<file path="src/rtl/fifo8_sched.sv">
// fifo8_sched: arbitrates two writers, one reader and flush onto a Fifo8, one operation per three cycles
module fifo8_sched #(
    parameter int DEPTH = 16
) (
    input  logic       clk,
    input  logic       rst,
    input  logic       wr_req0,
    input  logic       wr_req1,
    input  logic [7:0] wr_data0,
    input  logic [7:0] wr_data1,
    output logic       wr_ack0,
    output logic       wr_ack1,
    input  logic       rd_req,
    output logic       rd_valid,
    output logic [7:0] rd_data,
    input  logic       flush,
    output logic       fifo_rst,
    output logic       fifo_writeEn,
    output logic       fifo_readEn,
    output logic [7:0] fifo_data,
    input  logic [4:0] fifo_count,
    input  logic [7:0] fifo_readData
);
    typedef enum logic [2:0] {IDLE, WR, RD, FLUSH, SETTLE} state_t;
    localparam logic [4:0] DEPTH_C = 5'(DEPTH);
    state_t state, state_n;
    logic rr_last, rr_last_n, rw_tok, rw_tok_n, flush_pend, flush_pend_n, was_rd;
    logic wr_elig, rd_elig, win, rd_done;

    // next state and arbitration; count is only trusted in IDLE, where every earlier op has landed
    always_comb begin
        wr_elig = (wr_req0 | wr_req1) && fifo_count < DEPTH_C;
        rd_elig = rd_req && fifo_count != 5'd0;
        win = (wr_req0 && wr_req1) ? ~rr_last : wr_req1;
        rd_done = state == SETTLE && was_rd;
        state_n = state;
        rr_last_n = rr_last;
        rw_tok_n = rw_tok;
        flush_pend_n = flush_pend | flush;
        case (state)
            IDLE: begin
                if (flush | flush_pend) begin
                    state_n = FLUSH;
                    flush_pend_n = 1'b0;
                end else if (wr_elig && (!rd_elig || rw_tok)) begin
                    state_n = WR;
                    rr_last_n = win;
                    rw_tok_n = 1'b0;
                end else if (rd_elig) begin
                    state_n = RD;
                    rw_tok_n = 1'b1;
                end
            end
            WR, RD, FLUSH: state_n = SETTLE;
            default: state_n = IDLE;
        endcase
    end

    // state plus registered outputs, which track the state being entered so they align with it
    always_ff @(posedge clk or posedge rst) begin
        if (rst) begin
            state <= FLUSH;
            rr_last <= 1'b1;
            rw_tok <= 1'b0;
            flush_pend <= 1'b0;
            was_rd <= 1'b0;
            fifo_rst <= 1'b1;
            fifo_writeEn <= 1'b0;
            fifo_readEn <= 1'b0;
            fifo_data <= '0;
            wr_ack0 <= 1'b0;
            wr_ack1 <= 1'b0;
            rd_valid <= 1'b0;
            rd_data <= '0;
        end else begin
            state <= state_n;
            rr_last <= rr_last_n;
            rw_tok <= rw_tok_n;
            flush_pend <= flush_pend_n;
            was_rd <= state == RD;
            fifo_rst <= state_n == FLUSH;
            fifo_writeEn <= state_n == WR;
            fifo_readEn <= state_n == RD;
            fifo_data <= state_n == WR ? (win ? wr_data1 : wr_data0) : fifo_data;
            wr_ack0 <= state_n == WR && !win;
            wr_ack1 <= state_n == WR && win;
            rd_valid <= rd_done;
            rd_data <= rd_done ? fifo_readData : rd_data;
        end
    end
endmodule

</file>
<file path="config.mk">
export PLATFORM = sky130hd
export DESIGN_NAME = fifo8_sched
export DESIGN_NICKNAME = d
export VERILOG_FILES = /design/src/rtl/fifo8_sched.sv
export SDC_FILE = /design/constraint.sdc
export NUM_CORES = 1
export LEC_CHECK = 0
export CORE_ASPECT_RATIO = 1.4
export CORE_MARGIN = 2
export CORE_UTILIZATION = 40
export CTS_CLUSTER_DIAMETER = 60
export DETAILED_ROUTE_END_ITERATION = 12
export PLACE_DENSITY = 0.76
export SKIP_LAST_GASP = 1
export SLEW_MARGIN = 20
export SYNTH_ARGS = -nofsm -noshare
export SYNTH_HDL_FRONTEND = slang
export SYNTH_SLANG_ARGS = --single-unit
</file>
<file path="constraint.sdc">
create_clock -name clk -period 2 [get_ports clk]
set_clock_uncertainty 0.1 [all_clocks]
set_input_delay 0.3 -clock clk [delete_from_list [all_inputs] [get_ports clk]]
set_output_delay 0.3 -clock clk [all_outputs]
set_load 0.02 [all_outputs]
</file>
==> results of run 1 <==
[synth_stat cells (all sizes together)]
| library cell | n |
|---|---|
| and3 | 1 |
| o41ai | 1 |
| a21boi | 1 |
| a31oi | 1 |
| buf | 1 |
| inv | 2 |
| nor2 | 6 |
| o21ba | 1 |
| dfstp | 4 |
| or4 | 1 |
| mux2 | 25 |
| nor2b | 1 |
| nand2 | 3 |
| clkbuf | 2 |
| dfrtp | 25 |
| o21ai | 2 |
| a21oi | 2 |
| or3 | 1 |
| and2 | 1 |
| nor3 | 2 |
| o21a | 1 |
| a211oi | 1 |
[power groups by stage]
stage / combinational (W) / sequential [W] / clock [W]
floorplan: 0.000341 / 0.00118 / 0
global placement: 0.00104 / 0.000971 / 0
detailed placement: 0.00106 / 0.000982 / 0
CTS: 0.00110 / 0.000979 / 0.000482
global route: 0.00116 / 0.00102 / 0.000511
finish: 0.00109 / 0.000983 / 0.000465
[through the flow]
stage,utilization,instance area (µm²)
CTS,0.6869,1957
global placement,0.6443,1836
global route,0.6886,1962
detailed placement,0.6443,1836
finish,0.6886,1962
floorplan,-,1187
[worst min-delay path: stages]
cell and delay (ns):
clkdlybuf4s50_1 0.40, inv_1 0.05, buf_4 0.32
[layout make-up]
| type | count | area [µm²] |
|---|---|---|
| multi-input cells | 51 | 450.4 |
| well taps | 37 | 46.29 |
| inverters | 2 | 7.507 |
| repair buffers | 66 | 636.9 |
| flip-flops and latches | 29 | 730.7 |
| fillers | 219 | 887.1 |
| clock buffers | 8 | 90.09 |
[routing by layer]
metal | track usage | up-vias
met1 | 0.1648 | 435
li1 | - | 440
met4 | 0.09375 | 0
met5 | 0 | -
met3 | 0.03712 | 7
met2 | 0.3339 | 38
[cell families (layout without fill, tap and decap cells)]
logic type / Yosys count / count (layout) / synth area share
AO/OA/AOI/OAI: 10 / 10 / 0.06113
buffers and inverters: 5 / 76 / 0.02213
flip-flops: 29 / 29 / 0.6154
multiplexers: 25 / 25 / 0.2371
AND/OR/NAND/NOR: 16 / 16 / 0.06429
[placed cells by master, fill, tap and decap left out, types with 3 or more instances in the layout]
master and n:
dfstp_2 4, clkbuf_8 6, mux2_2 21, dfrtp_1 25, mux2_4 4, buf_4 9
nand2_1 3, nor2_1 6, clkdlybuf4s50_1 52
[final timing paths]
kind                                         from                        to
min in group clk           rd_data[5]$_DFFE_PP0P_    rd_data[5]$_DFFE_PP0P_
max reg2reg                    state[2]$_DFF_PP0_  fifo_data[5]$_DFFE_PP0N_
min                                           rst    rd_data[6]$_DFFE_PP0P_
max in group asynchronous                     rst       rr_last$_DFFE_PP1P_
min reg2reg                rd_data[5]$_DFFE_PP0P_    rd_data[5]$_DFFE_PP0P_
max                                 fifo_count[0]  fifo_data[5]$_DFFE_PP0N_
[state kept, by name, indices dropped and copies added, names as in the netlist]
signal,cells
fifo_data,8
rd_data,8
state,3
fifo_readEn,1
fifo_rst,1
fifo_writeEn,1
flush_pend,1
rd_valid,1
rr_last,1
rw_tok,1
was_rd,1
wr_ack0,1
wr_ack1,1
[what timing repair did]
item / CTS / global route
setup endpoints to repair: 9 / 9
resized for setup: 12 / 1
buffers inserted: 1 / 0
cloned: 1 / 0
pin swaps: 3 / 2
==> results.yml, run 1 <==
sta:
  hold_violations: 0
  holdWs_ns: 0.2986
  maxSlewViolCount: 0
  rsz0062_at_grt: "no"
  slew-limit-headroom: 0.7495
  final.min_clock_period_ns: 1.943
  max_freq_mhz: 514.6
  worst_slew_pin_slew_ns: 0.3758
  layout_setup_ws_ns: 0.05692
  setup_violations: 0
  period_share: 0.9715
  tns_ns: 0
setup_path:
  crit_type: "in2reg"
  crit_required_ns: 2.05
  path_cells: "dlygate4sd2_1 -> or4_1 -> o21a_1 -> a211oi_2 -> buf_4 -> mux2_4"
  path_depth: 6
  critPathTopFamily: "compound AO/OA/AOI/OAI gates"
  crit_path_max_fanout: 5
  r2r_slack_ns: 0.18
  cp.arrival_ns: 2.00
  cp-end-kind: "flop"
  worst-r2r-cell-count: 5
  path_buf_inv: 2
  critPathMaxStageDelay_ns: 0.46
  worstSetupStartpointType: "input port"
  slowest_stage: "or4_1"
route:
  postRouteAntennaNets: 0
  drc: 0
  first_iter_violations: 29
  firstDrtPassIters: 4
  routed_wl_um: 2577
  wire_per_inst_um: 13.35
  wl_met1_um: 926
  num_vias: 920
  route.top_layer_used: "met4"
  dr_wl_met2_um: 1452
  wl_met3_um: 147
  vias_per_cell: 4.767
layout:
  layout-drive-gt1-share: 0.3077
  final_cells: 193
  nets: 190
  syn2layout_area_growth_pct: 65.23
  diodes: 0
die:
  chipHeight_um: 68.47
  rows: 23
  dieArea_um2: 3426
  core_um2: 2849
  pin_count: 57
  initial_utilization: 0.4168
  die_w_um: 50.05
global_routing:
  antenna_found_initial: 0
  grt_overflow_total: 0
  grt_pass1_wl_um: 4298
  grt_max_degree: 30
  grt_pass1_vias: 1002
  grt.total_usage: 0.1714
synth:
  synth.distinct_cells: 22
  synth-seq-cells: 29
  synth_top_area_share: 0.5269
  yosysSeqAreaShare: 0.6154
  syn_nets: 120
  syn_area_per_cell_um2: 13.97
  yosys_warnings: 0
  synth_cells: 85
  syn-cell-area_um2: 1187
  ys_top_cells_by_area: "dfrtp_1 (53%), mux2_2 (24%), dfstp_2 (8.9%), nor2_1 (1.9%), a211oi_2 (1.1%)"
  yosys.area.top_type: "dfrtp_1"
placed_design:
  routabilityCongestion: 0.7746
  dp.final_hpwl_um: 1979
  portBuffers: 56
  place_ws_ns: -0.4434
  post-place-cells: 183
power:
  fin_total_pwr_w: 0.002535
  pwr-share-clk: 0.183
  p_seq_frac: 0.388
  swShare: 0.3139
  power.leakage_nw: 0.8449
  pwr-share-comb: 0.429
  irDropWorstVdd_mv: 0.8421
  netSwitchingPower_w: 0.0007959
  intPower_w: 0.001739
  p_per_area_nw_per_um2: 1292
clock_tree:
  cts_sinks: 29
  numCtsBuffers: 5
  cts_root_buf: "clkbuf_8"
  clk_pin_slew_ns: 0.06
  h-tree-depth: 2
  clk_path_buf_depth: 2
  clock_latency_ns: 0.27
  cts_tree: "yes"
  cts_hold_buf: 0
outcome:
  status: "finished clean"
job:
  drv_cap: 0
worst_hold_path:
  hold_path_class: "in2async"
No activity file was read; power rests on OpenSTA's default activity.
==> run 2, diff against run 1 <==
- CAP_MARGIN: not set -> 20
- DONT_BUFFER_PORTS: not set -> 1
- PLACE_DENSITY: 0.76 -> 0.51
==> run 2 against run 1 <==
Compared with the run above: routed wire length shrank 16%; largest power group is now sequential cells; die area unchanged; clock power rose by 13%; non-clock buffer count is 60 lower; flip-flop and latch count is the same; combinational power fell by 63%; maximum frequency rose by 9.9%; worst setup slack improved by 0.17 ns.
==> results.yml, run 2 (synthesis results as in run 1) <==
setup_path:
  r2r-start: "state[2]$_DFF_PP0_"
  r2r_slack_ns: 0.23
  path_cells: "nor3_2 -> nand2_1 -> a211oi_2 -> buf_4 -> mux2_2"
  path_buf_inv: 1
  critPathTopFamily: "flip-flops"
  crit_start: "state[2]$_DFF_PP0_"
  critPathMaxStageDelay_ns: 0.42
  crit_required_ns: 2.06
  slowest_stage: "dfrtp_1"
  cp.arrival_ns: 1.83
  crit_path_max_fanout: 12
  cp-end-kind: "flop"
  crit_type: "reg2reg"
  worstSetupStartpointType: "flop"
sta:
  period_share: 0.8844
  slew-limit-headroom: 0.7529
  maxSlewViolCount: 0
  tns_ns: 0
  holdWs_ns: 0.06665
  final.min_clock_period_ns: 1.769
  setup_violations: 0
  max_freq_mhz: 565.4
  hold_violations: 0
  rsz0062_at_grt: "no"
  worst_slew_pin_slew_ns: 0.3707
placed_design:
  portBuffers: 0
  dp.final_hpwl_um: 1620
  routabilityCongestion: 0.6855
clock_tree:
  cts_tree: "yes"
  cts_setup_buffers: 0
  clk_pin_slew_ns: 0.07
  cts_root_buf: "clkbuf_8"
  cts_sinks: 29
  clk_path_buf_depth: 2
  clock_latency_ns: 0.28
  h-tree-depth: 2
  numCtsBuffers: 5
power:
  irDropWorstVdd_mv: 0.7245
  p_per_area_nw_per_um2: 1571
  power.leakage_nw: 0.6040
  fin_total_pwr_w: 0.002150
global_routing:
  grt.total_usage: 0.1454
  grt_pass1_vias: 726
  grt_max_degree: 30
  antenna_found_initial: 0
  grt_overflow_total: 0
  grt_pass1_wl_um: 3456
job:
  drv_cap: 0
die:
  chipHeight_um: 68.47
  core_um2: 2849
  die_w_um: 50.05
  initial_utilization: 0.4168
  pin_count: 57
  dieArea_um2: 3426
  rows: 23
route:
  first_iter_violations: 9
  drc: 0
  wire_per_inst_um: 16.32
  firstDrtPassIters: 3
  routed_wl_um: 2171
  num_vias: 699
  vias_per_cell: 5.256
  postRouteAntennaNets: 0
layout:
  syn2layout_area_growth_pct: 15.28
  layout-drive-gt1-share: 0.4688
  diodes: 0
  post-route-util: 0.4805
  nets: 130
  top_regs: "fifo_data (8), rd_data (8), state (3)"
  mostFrequentLayoutCells: "mux2_2 (25), dfrtp_1 (25), clkbuf_8 (7)"
outcome:
  status: "finished clean"
worst_hold_path:
  hp-start: "fifo_readData[2]"
  hold_path_class: "in2reg"
-- run 2: final timing paths --
check	depth (start not counted)	endpoint
max	5	fifo_data[1]$_DFFE_PP0N_
min	1	rd_data[2]$_DFFE_PP0P_
max reg2reg	5	fifo_data[1]$_DFFE_PP0N_
min reg2reg	2	rw_tok$_DFFE_PP0P_
max in group asynchronous	3	rr_last$_DFFE_PP1P_
min in group asynchronous	3	wr_ack1$_DFF_PP0_
-- run 2: layer usage --
layer	vias up	routed length, µm	global-route usage
met5	-	0	0
met4	0	57	0.1042
met3	5	166	0.05895
met2	36	1163	0.2500
met1	341	784	0.1406
li1	317	-	-
-- run 2: area by class of cell --
cell class,count,area [µm²]
fill,254,1480
sequential,29,730.7
multi-input combinational,51,435.4
clock buffer,7,96.34
timing repair buffer,6,47.55
tap,37,46.29
inverter,2,7.507
clock inverter,1,5.005
-- run 2: through the flow --
stage	cell area, µm²	cells	setup WS, ns
floorplan	1187	85	-0.002814
global placement	1252	124	0.01992
detailed placement	1252	124	-0.03483
CTS	1364	133	0.1458
global route	1369	133	0.1162
finish	1369	133	0.2313
-- run 2: what timing repair did --
action	in CTS	in global routing
hold buffers	1	0
endpoints found under the hold margin	25	0
endpoints found under the setup margin	0	8
gates resized for setup	0	1
-- run 2: power by group --
part / internal, W / switching, W
combinational: 0.000237 / 0.000167
clock: 0.000310 / 0.000216
sequential: 0.000850 / 0.000369
total: 0.00140 / 0.000752
